==> src/rtl/seq_detector_prog_pkg.sv <==
// Shared types and helpers for the programmable serial pattern detector.
package seq_det_pkg;

  typedef enum logic [1:0] {
    UNCFG = 2'd0,
    IDLE  = 2'd1,
    RUN   = 2'd2
  } state_t;

  function automatic int len_w(input int max_len);
    return $clog2(max_len + 1);
  endfunction

  localparam int MAX_LEN_DEFAULT = 16;
  localparam int LEN_W           = len_w(MAX_LEN_DEFAULT);

endpackage

==> src/rtl/seq_detector_prog_if.sv <==
// Config, serial data and status bundle of the pattern detector.
interface seq_detector_prog_if #(
  parameter int MAX_LEN = 16,
  parameter int CNT_W   = 16
);
  import seq_det_pkg::*;

  localparam int LW = len_w(MAX_LEN);

  // cfg_we and din_valid are single-cycle qualifiers with no back-pressure:
  // each cycle they are high is consumed, and cfg_we has priority over din_valid.
  logic               cfg_we;
  logic [MAX_LEN-1:0] cfg_pattern;
  logic [LW-1:0]      cfg_len;
  logic               cfg_overlap;
  logic               enable;
  logic               din_valid;
  logic               din;
  logic               clr_count;
  logic               detect;
  logic [CNT_W-1:0]   match_count;
  logic               armed;
  logic               cfg_err;
  state_t             state;

  modport master (
    output cfg_we, cfg_pattern, cfg_len, cfg_overlap, enable, din_valid, din, clr_count,
    input  detect, match_count, armed, cfg_err, state
  );

  modport slave (
    input  cfg_we, cfg_pattern, cfg_len, cfg_overlap, enable, din_valid, din, clr_count,
    output detect, match_count, armed, cfg_err, state
  );

endinterface

==> src/rtl/seq_detector_prog_sat_counter.sv <==
// Saturating up-counter; clear together with increment loads one.
module sat_counter #(
  parameter int W = 16
) (
  input  logic         clk,
  input  logic         rst,
  input  logic         inc,
  input  logic         clr,
  output logic [W-1:0] q
);

  always_ff @(posedge clk or posedge rst) begin
    if (rst) begin
      q <= '0;
    end else if (clr) begin
      q <= inc ? W'(1) : '0;
    end else if (inc && (q != '1)) begin
      q <= q + W'(1);
    end
  end

endmodule

==> src/rtl/seq_detector_prog.sv <==
// Runtime-programmable serial bit-pattern detector with overlap control
// and a saturating match counter.
module seq_detector_prog
  import seq_det_pkg::*;
#(
  parameter int MAX_LEN = 16,
  parameter int CNT_W   = 16
) (
  input logic               clk,
  input logic               rst,
  seq_detector_prog_if.slave bus
);

  localparam int LW = len_w(MAX_LEN);

  state_t             state;
  logic [MAX_LEN-1:0] pattern;
  logic [LW-1:0]      len;
  logic               overlap;
  // Only MAX_LEN-1 older bits are stored; the incoming bit completes the window.
  logic [MAX_LEN-2:0] hist;
  logic [LW-1:0]      fill;
  logic               detect_r;
  logic               armed_r;
  logic               cfg_err_r;

  logic               len_ok;
  logic               cfg_ok;
  logic               accept;
  logic [MAX_LEN-1:0] hist_next;
  logic [LW-1:0]      fill_next;
  logic [MAX_LEN-1:0] mask;
  logic               match;

  always_comb begin
    len_ok    = (bus.cfg_len != '0) && (bus.cfg_len <= LW'(MAX_LEN));
    cfg_ok    = bus.cfg_we && len_ok;
    accept    = (state == RUN) && bus.din_valid && !bus.cfg_we;
    hist_next = {hist, bus.din};
    fill_next = (fill == LW'(MAX_LEN)) ? fill : fill + LW'(1);
    mask      = '0;
    for (int i = 0; i < MAX_LEN; i++) begin
      mask[i] = (i < int'(len));
    end
    match = accept && (fill_next >= len) && (((hist_next ^ pattern) & mask) == '0);
  end

  always_ff @(posedge clk or posedge rst) begin
    if (rst) begin
      state     <= UNCFG;
      pattern   <= '0;
      len       <= '0;
      overlap   <= 1'b0;
      hist      <= '0;
      fill      <= '0;
      detect_r  <= 1'b0;
      armed_r   <= 1'b0;
      cfg_err_r <= 1'b0;
    end else begin
      detect_r  <= match;
      cfg_err_r <= bus.cfg_we && !len_ok;
      if (cfg_ok) begin
        pattern <= bus.cfg_pattern;
        len     <= bus.cfg_len;
        overlap <= bus.cfg_overlap;
        hist    <= '0;
        fill    <= '0;
        if (state == UNCFG) state <= IDLE;
      end else begin
        case (state)
          UNCFG: ;
          IDLE: begin
            if (bus.enable) begin
              state   <= RUN;
              armed_r <= 1'b1;
            end
          end
          RUN: begin
            if (!bus.enable) begin
              state   <= IDLE;
              armed_r <= 1'b0;
              hist    <= '0;
              fill    <= '0;
            end else if (accept) begin
              hist <= hist_next[MAX_LEN-2:0];
              fill <= (match && !overlap) ? '0 : fill_next;
            end
          end
          default: begin
            state   <= UNCFG;
            armed_r <= 1'b0;
          end
        endcase
      end
    end
  end

  sat_counter #(.W(CNT_W)) u_cnt (
    .clk (clk),
    .rst (rst),
    .inc (match),
    .clr (bus.clr_count),
    .q   (bus.match_count)
  );

  assign bus.detect  = detect_r;
  assign bus.armed   = armed_r;
  assign bus.cfg_err = cfg_err_r;
  assign bus.state   = state;

endmodule

==> src/flat_wrapper.sv <==
// flat-port wrapper written by rule: the top's interface ports become plain ports
module seq_detector_prog_flat import seq_det_pkg::*;
#(
  parameter int MAX_LEN = 16,
  parameter int CNT_W   = 16
)
  (clk, rst, bus_cfg_we, bus_cfg_pattern, bus_cfg_len, bus_cfg_overlap, bus_enable, bus_din_valid, bus_din, bus_clr_count, bus_detect, bus_match_count, bus_armed, bus_cfg_err, bus_state);
  seq_detector_prog_if #(.MAX_LEN(MAX_LEN), .CNT_W(CNT_W)) bus_i ();
  input logic clk;
  input logic rst;
  input wire logic [$bits(bus_i.cfg_we)-1:0] bus_cfg_we;
  input wire logic [$bits(bus_i.cfg_pattern)-1:0] bus_cfg_pattern;
  input wire logic [$bits(bus_i.cfg_len)-1:0] bus_cfg_len;
  input wire logic [$bits(bus_i.cfg_overlap)-1:0] bus_cfg_overlap;
  input wire logic [$bits(bus_i.enable)-1:0] bus_enable;
  input wire logic [$bits(bus_i.din_valid)-1:0] bus_din_valid;
  input wire logic [$bits(bus_i.din)-1:0] bus_din;
  input wire logic [$bits(bus_i.clr_count)-1:0] bus_clr_count;
  output wire logic [$bits(bus_i.detect)-1:0] bus_detect;
  output wire logic [$bits(bus_i.match_count)-1:0] bus_match_count;
  output wire logic [$bits(bus_i.armed)-1:0] bus_armed;
  output wire logic [$bits(bus_i.cfg_err)-1:0] bus_cfg_err;
  output wire logic [$bits(bus_i.state)-1:0] bus_state;
  assign bus_i.cfg_we = bus_cfg_we;
  assign bus_i.cfg_pattern = bus_cfg_pattern;
  assign bus_i.cfg_len = bus_cfg_len;
  assign bus_i.cfg_overlap = bus_cfg_overlap;
  assign bus_i.enable = bus_enable;
  assign bus_i.din_valid = bus_din_valid;
  assign bus_i.din = bus_din;
  assign bus_i.clr_count = bus_clr_count;
  assign bus_detect = bus_i.detect;
  assign bus_match_count = bus_i.match_count;
  assign bus_armed = bus_i.armed;
  assign bus_cfg_err = bus_i.cfg_err;
  assign bus_state = bus_i.state;
  seq_detector_prog #(.MAX_LEN(MAX_LEN), .CNT_W(CNT_W)) u_core (.clk(clk), .rst(rst), .bus(bus_i));
endmodule
==> config.mk <==
export PLATFORM = sky130hd
export DESIGN_NAME = seq_detector_prog_flat
export DESIGN_NICKNAME = d
export VERILOG_FILES = /design/src/rtl/seq_detector_prog_pkg.sv /design/src/rtl/seq_detector_prog_if.sv /design/src/rtl/seq_detector_prog_sat_counter.sv /design/src/rtl/seq_detector_prog.sv /design/src/flat_wrapper.sv
export SDC_FILE = /design/constraint.sdc
export NUM_CORES = 1
export LEC_CHECK = 0
export ABC_AREA = 1
export ABC_CLOCK_PERIOD_IN_PS = 2600
export BUFFER_PORTS_ARGS = -buffer_cell sky130_fd_sc_hd__buf_4
export CAP_MARGIN = 10
export CELL_PAD_IN_SITES_DETAIL_PLACEMENT = 0
export CELL_PAD_IN_SITES_GLOBAL_PLACEMENT = 1
export CORE_MARGIN = 8
export CORE_UTILIZATION = 38
export DETAILED_ROUTE_END_ITERATION = 16
export PLACE_DENSITY_LB_ADDON = 0.08
export REMOVE_ABC_BUFFERS = 1
export SYNTH_ARGS = -nofsm -noshare
export SYNTH_HDL_FRONTEND = slang
export SYNTH_HIERARCHICAL = 1
export SYNTH_SLANG_ARGS = --single-unit
==> constraint.sdc <==
create_clock -name clk -period 2.6 [get_ports clk]
set_input_delay 0.13 -clock clk [delete_from_list [all_inputs] [get_ports clk]]
set_output_delay 0.13 -clock clk [all_outputs]
set_load 0.1 [all_outputs]
# Yosys cells after proc, flatten, opt, wreduce, memory -nomap -nowiden
# Index checks and enable logic that the tools add are counted.
# classes
muxes,21
n_eq_ne,11
n_reduce_logical,20
n_bitwise,4
magnitude_cmp,18
n_addsub,2
# op_table
op,count
15-bit two-way mux,4
4-bit by 5-bit < comparator with 1-bit output (first input constant),8
16-bit two-way mux,2
5-bit two-way mux,6
3-bit by 5-bit < comparator with 1-bit output (first input constant),4
16-bit by 1-bit adder with 16-bit output (second input constant),1
16-bit bitwise AND,1
16-bit zero test,1
16-bit != test (second input constant),1
16-bit XOR,1
1-bit by 5-bit < comparator with 1-bit output (first input constant),2
2-bit by 5-bit < comparator with 1-bit output (first input constant),2
1-bit logical AND,9
2-bit two-way mux,4
4-bit AND reduction,2
2-bit != test (second input constant),3
3-bit by 2-bit != test with 1-bit output (second input constant),2
2-bit case mux with 3 select lines,1
5-bit by 1-bit adder with 5-bit output (second input constant),1
5-bit == test (second input constant),1
5-bit greater-or-equal comparator,1
5-bit less-or-equal comparator (second input constant),1
5-bit nonzero test,1
2-bit nonzero test,2
other kinds (10),15
# totals
regBits,63
inputBits,29
out_inout_bits,21
wordCells,86

# Longest topological paths before layout
# logic_depth
ltp_word,11
ltp_mapped,20
ltp_nobuf,20

# Cells and area by module
# The synthesis kept the hierarchy.
# by_module_without_submodules
module,area_per_inst_um2,instances,cells_per_inst,seq_area_each_um2
seq_detector_prog,2658.8,1,359,1176.1
sat_counter,1066.0,1,158,400.4

# Least setup slack after synthesis
# No wires, ideal clock.
# synth_path
path_kind,flip-flop to flip-flop
startpoint,"register u_core.state[1], in the netlist u_core/bus.state[1]"
endpoint,register u_core.u_cnt.q[14]
t_arrival_ns,2.500
required_time_ns,2.477
setup_ns,0.123
period_less_slack_ns,2.623
setup_slack_ns,-0.023
n_path_buf,0
path_stages_with_launch,14
cell_sequence,dfrtp_1 nand2_1 nor2_2 nand3_1 nor3_1 nand2_1 nor2_1 inv_1 nor2_1 nand3_1 nor2_1 nand3_1 nand2_1 nor2_1
# synth_via
elab_chain_cells,7
# synth_lines
element,line,rtl
"start, declared",seq_detector_prog.sv:16,state_t state;
"start signal, assigned",seq_detector_prog.sv:50,state <= UNCFG;
"start signal, assigned",seq_detector_prog.sv:68,if (state == UNCFG) state <= IDLE;
"start signal, assigned",seq_detector_prog.sv:74,state <= RUN;
2-bit == test,seq_detector_prog.sv:38,accept = (state == RUN) && bus.din_valid && !bus.cfg_we;
1-bit logical AND (2 in a row),seq_detector_prog.sv:38,
1-bit logical AND (2 in a row),seq_detector_prog.sv:45,match = accept && (fill_next >= len) && (((hist_next ^ pattern) & mask) == '0);
net u_core.match,seq_detector_prog.sv:33,logic match;
1-bit logical AND,seq_detector_prog_sat_counter.sv:17,end else if (inc && (q != '1)) begin
2-bit nonzero test (no source line),n/a,
"end signal, assigned",seq_detector_prog_sat_counter.sv:16,q <= inc ? W'(1) : '0;
"end signal, assigned",seq_detector_prog_sat_counter.sv:18,q <= q + W'(1);
"end, declared",seq_detector_prog_sat_counter.sv:9,output logic [W-1:0] q
# The timed path passes the listed nets, and every way through them passes these cells.
# A chain may end at the register's enable or synchronous reset.

# Final worst setup path
# layout_path
startpoint,register u_core.fill[0]
endpoint,register u_core.u_cnt.q[14]
# layout_via
elab_chain_cells,7
elab_cells_between_ends,8
# layout_lines
element,line,rtl
"start, declared",seq_detector_prog.sv:22,logic [LW-1:0] fill;
"start signal, assigned",seq_detector_prog.sv:86,fill <= (match && !overlap) ? '0 : fill_next;
5-bit by 1-bit adder with 5-bit output / 5-bit == test (equally long branches),seq_detector_prog.sv:40,fill_next = (fill == LW'(MAX_LEN)) ? fill : fill + LW'(1);
5-bit two-way mux (*),seq_detector_prog.sv:40,
5-bit greater-or-equal comparator (*),seq_detector_prog.sv:45,
1-bit logical AND (*) (2 in a row),seq_detector_prog.sv:45,
net u_core.match,seq_detector_prog.sv:33,
1-bit logical AND (*),seq_detector_prog_sat_counter.sv:17,
2-bit nonzero test (no source line) (*),n/a,
# Mark *: on every way through the listed nets, which the timed path passes. The rest lies on a longest branch.

==> flow_summary_export.csv <==
group,metric,value,unit
status,status,"completed",
sta,hold_viol_final,0,
placement,port_buffers,49,
die,die_w,115.0,µm
synth,syn-instance-count,517,
synth,yosysTopAreaCellShare,42.32,%
sta,tightest_slew,0.7015,ns
synth,ys_async_sr_fraction,100.0,%
sta,slew_headroom,53.18,%
final_layout,instances_no_fill,739,
synth,synth-compound-area-share,6.617,%
critical_path,cpPeakStageDelay,0.41,ns
synth,synth_cell_types,28,
clocking,clk_path_buf_depth,2,
job,max_cap_viol_count,0,
sta,rsz0062_at_grt,"yes",
die,design.die.area,0.01323,mm²
final_layout,syn2layout_area_growth,31.94,%
sta,setup_viol,0,
die,io_pins,50,
placement,place_area,0.004279,mm²
synth,yosysMostFrequentCell,"nand2_1",
power,p_per_area,605.6,mW/mm²
placement,place_ws,-0.1180,ns
worst_hold_path,min_path_type,"in2reg",
sta,final-max-slew-violation-count,0,
drt,avgRoutedWirePerCell,13.67,µm
final_layout,finalInstanceArea,0.004915,mm²
drt,vias,3511,
synth,synth_edf_count,0,
synth,ys_ff_latch,63,
grt,grt_pass1_wl,16.71,mm
clocking,clk_pin_slew,0.08,ns
clocking,cts_buffers,9,
placement,dp_hpwl,7.192,mm
die,die_h,115.0,µm
clocking,cts_tree,"done",
die,num_rows,36,
sta,post-route-period-util,99.51,%
grt,grt_pass1_vias,3522,
final_layout,layout-drive-gt1-share,25.08,%
drt,avgViaCountPerCell,4.751,
synth,synthSimpleGateAreaFrac,37.08,%
critical_path,cp_max_fo,4,
synth,syn_avg_cell_area,7.205,µm²
synth,synth_commonest_cells,"nand2_1 (205), dfrtp_1 (63), inv_1 (50)",
drt,drt_pre_antenna_iters,4,
clocking,clkSinkCount,63,
synth,synth_area_leaders,"dfrtp_1 (42%), nand2_1 (21%), inv_1 (5.0%)",
clocking,insertion_delay,0.34,ns
grt,grt_max_degree,37,
grt,grt_usage,15.88,%
power,ir_worst_vdd,0.4159,mV
grt,antenna_found_initial,0,
final_layout,antenna_cells,0,
sta,fin_crit,2.587,ns
grt,grt_overflow,0,
sta,worst_clock_skew,0.01440,ns
placement,place_congestion,0.8212,
synth,syn_area,0.003725,mm²
synth,synth_mux_area_share,0,%
clocking,htreeDepth,3,
synth,ys_warn_count,6,
critical_path,slowest_stage,"dfrtp_1",
final_layout,final_util,50.99,%
synth,synth_xor_xnor_area_share,3.527,%
synth,ys_seq_area_share,42.32,%
sta,tns,0,ns
critical_path,cp_cell_sequence,"buf_6, inv_4, ha_4, nand4_1, xor2_2, ha_1, inv_2, nand2_2, nand3_2, nand3_2, nand4_1, nor2_2, inv_2, nor2_4, nand3_2, nor2_4, nand3_2, nand2_1, nor2_1",
drt,drt_iter0_markers,153,
drt,routed_wirelength,10.10,mm
power,p_leak,2.469,nW
synth,yosysTopAreaCell,"dfrtp_1",
critical_path,worstSetupPathType,"reg2reg",
clocking,cts_root_buffer,"clkbuf_8",
drt,final_antenna_net_count,0,
sta,fmax,0.3865,GHz
critical_path,required,2.83,ns
synth,synth_top_flop_cell,"dfrtp_1",
die,core_area,0.009639,mm²
die,start_util,38.64,%
drt,post-route-drc-count,0,
final_layout,nets,639,
placement,dp.cells,699,
critical_path,worstSetupStartpointType,"register",
synth,synth_top_family_by_area,"simple AND/OR/NAND/NOR gates",
sta,fin_ws,0.01265,ns
critical_path,endpoint_kind,"register",
critical_path,worstPathArrival,2.82,ns
critical_path,cp_common_cell,"nand3_2",
synth,synthAdderAreaFrac,3.023,%
==> critical path, delay by kind of cell (launching register included) <==
| kind | cells | cell delay, ns |
|---|---|---|
| fa+ha+maj | 2 | 0.41 |
| simple gates | 12 | 1.11 |
| buf+inv | 4 | 0.30 |
| flops | 1 | 0.41 |
| xor+xnor | 1 | 0.24 |
==> registers in the layout, summed over array words and instances (netlist names) <==
signal and count:
u_core/pattern 16, u_core/u_cnt/q 16, u_core/hist 15, u_core/fill 5
u_core/len 5, u_core/bus.state 2, u_core/bus.armed 1, u_core/bus.cfg_err 1
u_core/bus.detect 1, u_core/overlap 1
==> logic make-up (layout without fill, tap and decap cells) <==
group | Yosys count | in the layout
adder cells (fa/ha/maj) | 9 | 9
XOR/XNOR | 15 | 15
buffers and inverters | 67 | 156
AND/OR/NAND/NOR | 317 | 317
flip-flops | 63 | 63
AO/OA/AOI/OAI | 46 | 46
==> metal layers <==
metal / vias up / part of all wire, % / routed length (µm) / track usage, %
met1: 1652 / 46 / 4643 / 19.68
met4: 0 / 0.67 / 68 / 4.466
met2: 56 / 50 / 5075 / 27.01
li1: 1799 / - / - / -
met3: 4 / 3.1 / 317 / 3.571
met5: - / 0 / 0 / 0
==> cell usage in the layout, fill, tap and decap left out, drive strengths merged, types with 2 or more instances in the layout <==
cell type    instances
a21oi                4
buf                 67
bufinv               2
clkbuf              10
clkinvlp             2
dfrtp               63
dlygate4sd3         18
ha                   9
inv                 56
nand2              213
nand3               33
nand4               18
nor2                51
nor3                 2
o21ai               39
xnor2                2
xor2                13
==> final timing paths <==
| check | cells after the start | end | start | slack, ns |
|---|---|---|---|---|
| max in group asynchronous | 4 | u_core/len[0] | rst | 1.62 |
| min in group asynchronous | 3 | u_core/fill[2] | rst | 0.34 |
| setup reg to reg | 19 | u_core/u_cnt/q[14] | u_core/fill[0] | 0.01 |
| hold reg to reg | 2 | u_core/pattern[12] | u_core/pattern[12] | 0.50 |
| hold / removal | 3 | u_core/len[2] | bus_cfg_len[2] | 0.02 |
| setup / recovery | 19 | u_core/u_cnt/q[14] | u_core/fill[0] | 0.01 |
==> power breakdown <==
| group | total [W] | switching [W] | leakage, nW | internal, W |
|---|---|---|---|---|
| clock network | 0.000997 | 0.000426 | 0.109 | 0.000571 |
| logic | 0.000831 | 0.000556 | 1.52 | 0.000275 |
| registers | 0.00115 | 0.0000831 | 0.838 | 0.00106 |
| total | 0.00298 | 0.00107 | 2.47 | 0.00191 |
==> metrics by stage <==
stage               total power [W]  hold slack (ns)
CTS                        0.002978       0.00008524
floorplan                  0.001693          0.04374
finish                     0.002976          0.01857
detailed placement         0.001937           0.1598
global route               0.003153          0.01006
global placement           0.001923           0.1609
==> area by class of cell <==
type	count	area, µm²
Sequential cell	63	1577
Inverter	55	211.5
Clock inverter	6	92.59
Multi-Input combinational cell	387	2024
Clock buffer	10	137.6
Fill cell	997	4725
Tap cell	133	166.4
Timing Repair Buffer	85	705.7
==> repair_timing <==
| item | in CTS | in global routing |
|---|---|---|
| hold buffers | 18 | 0 |
| endpoints found under the setup margin | 16 | 16 |
| gates cloned | 0 | 2 |
| setup buffers | 2 | 2 |
| resized for setup | 10 | 45 |
| hold endpoints to repair | 47 | 0 |
| pin swaps | 13 | 21 |
(Power assumes the default switching activity.)
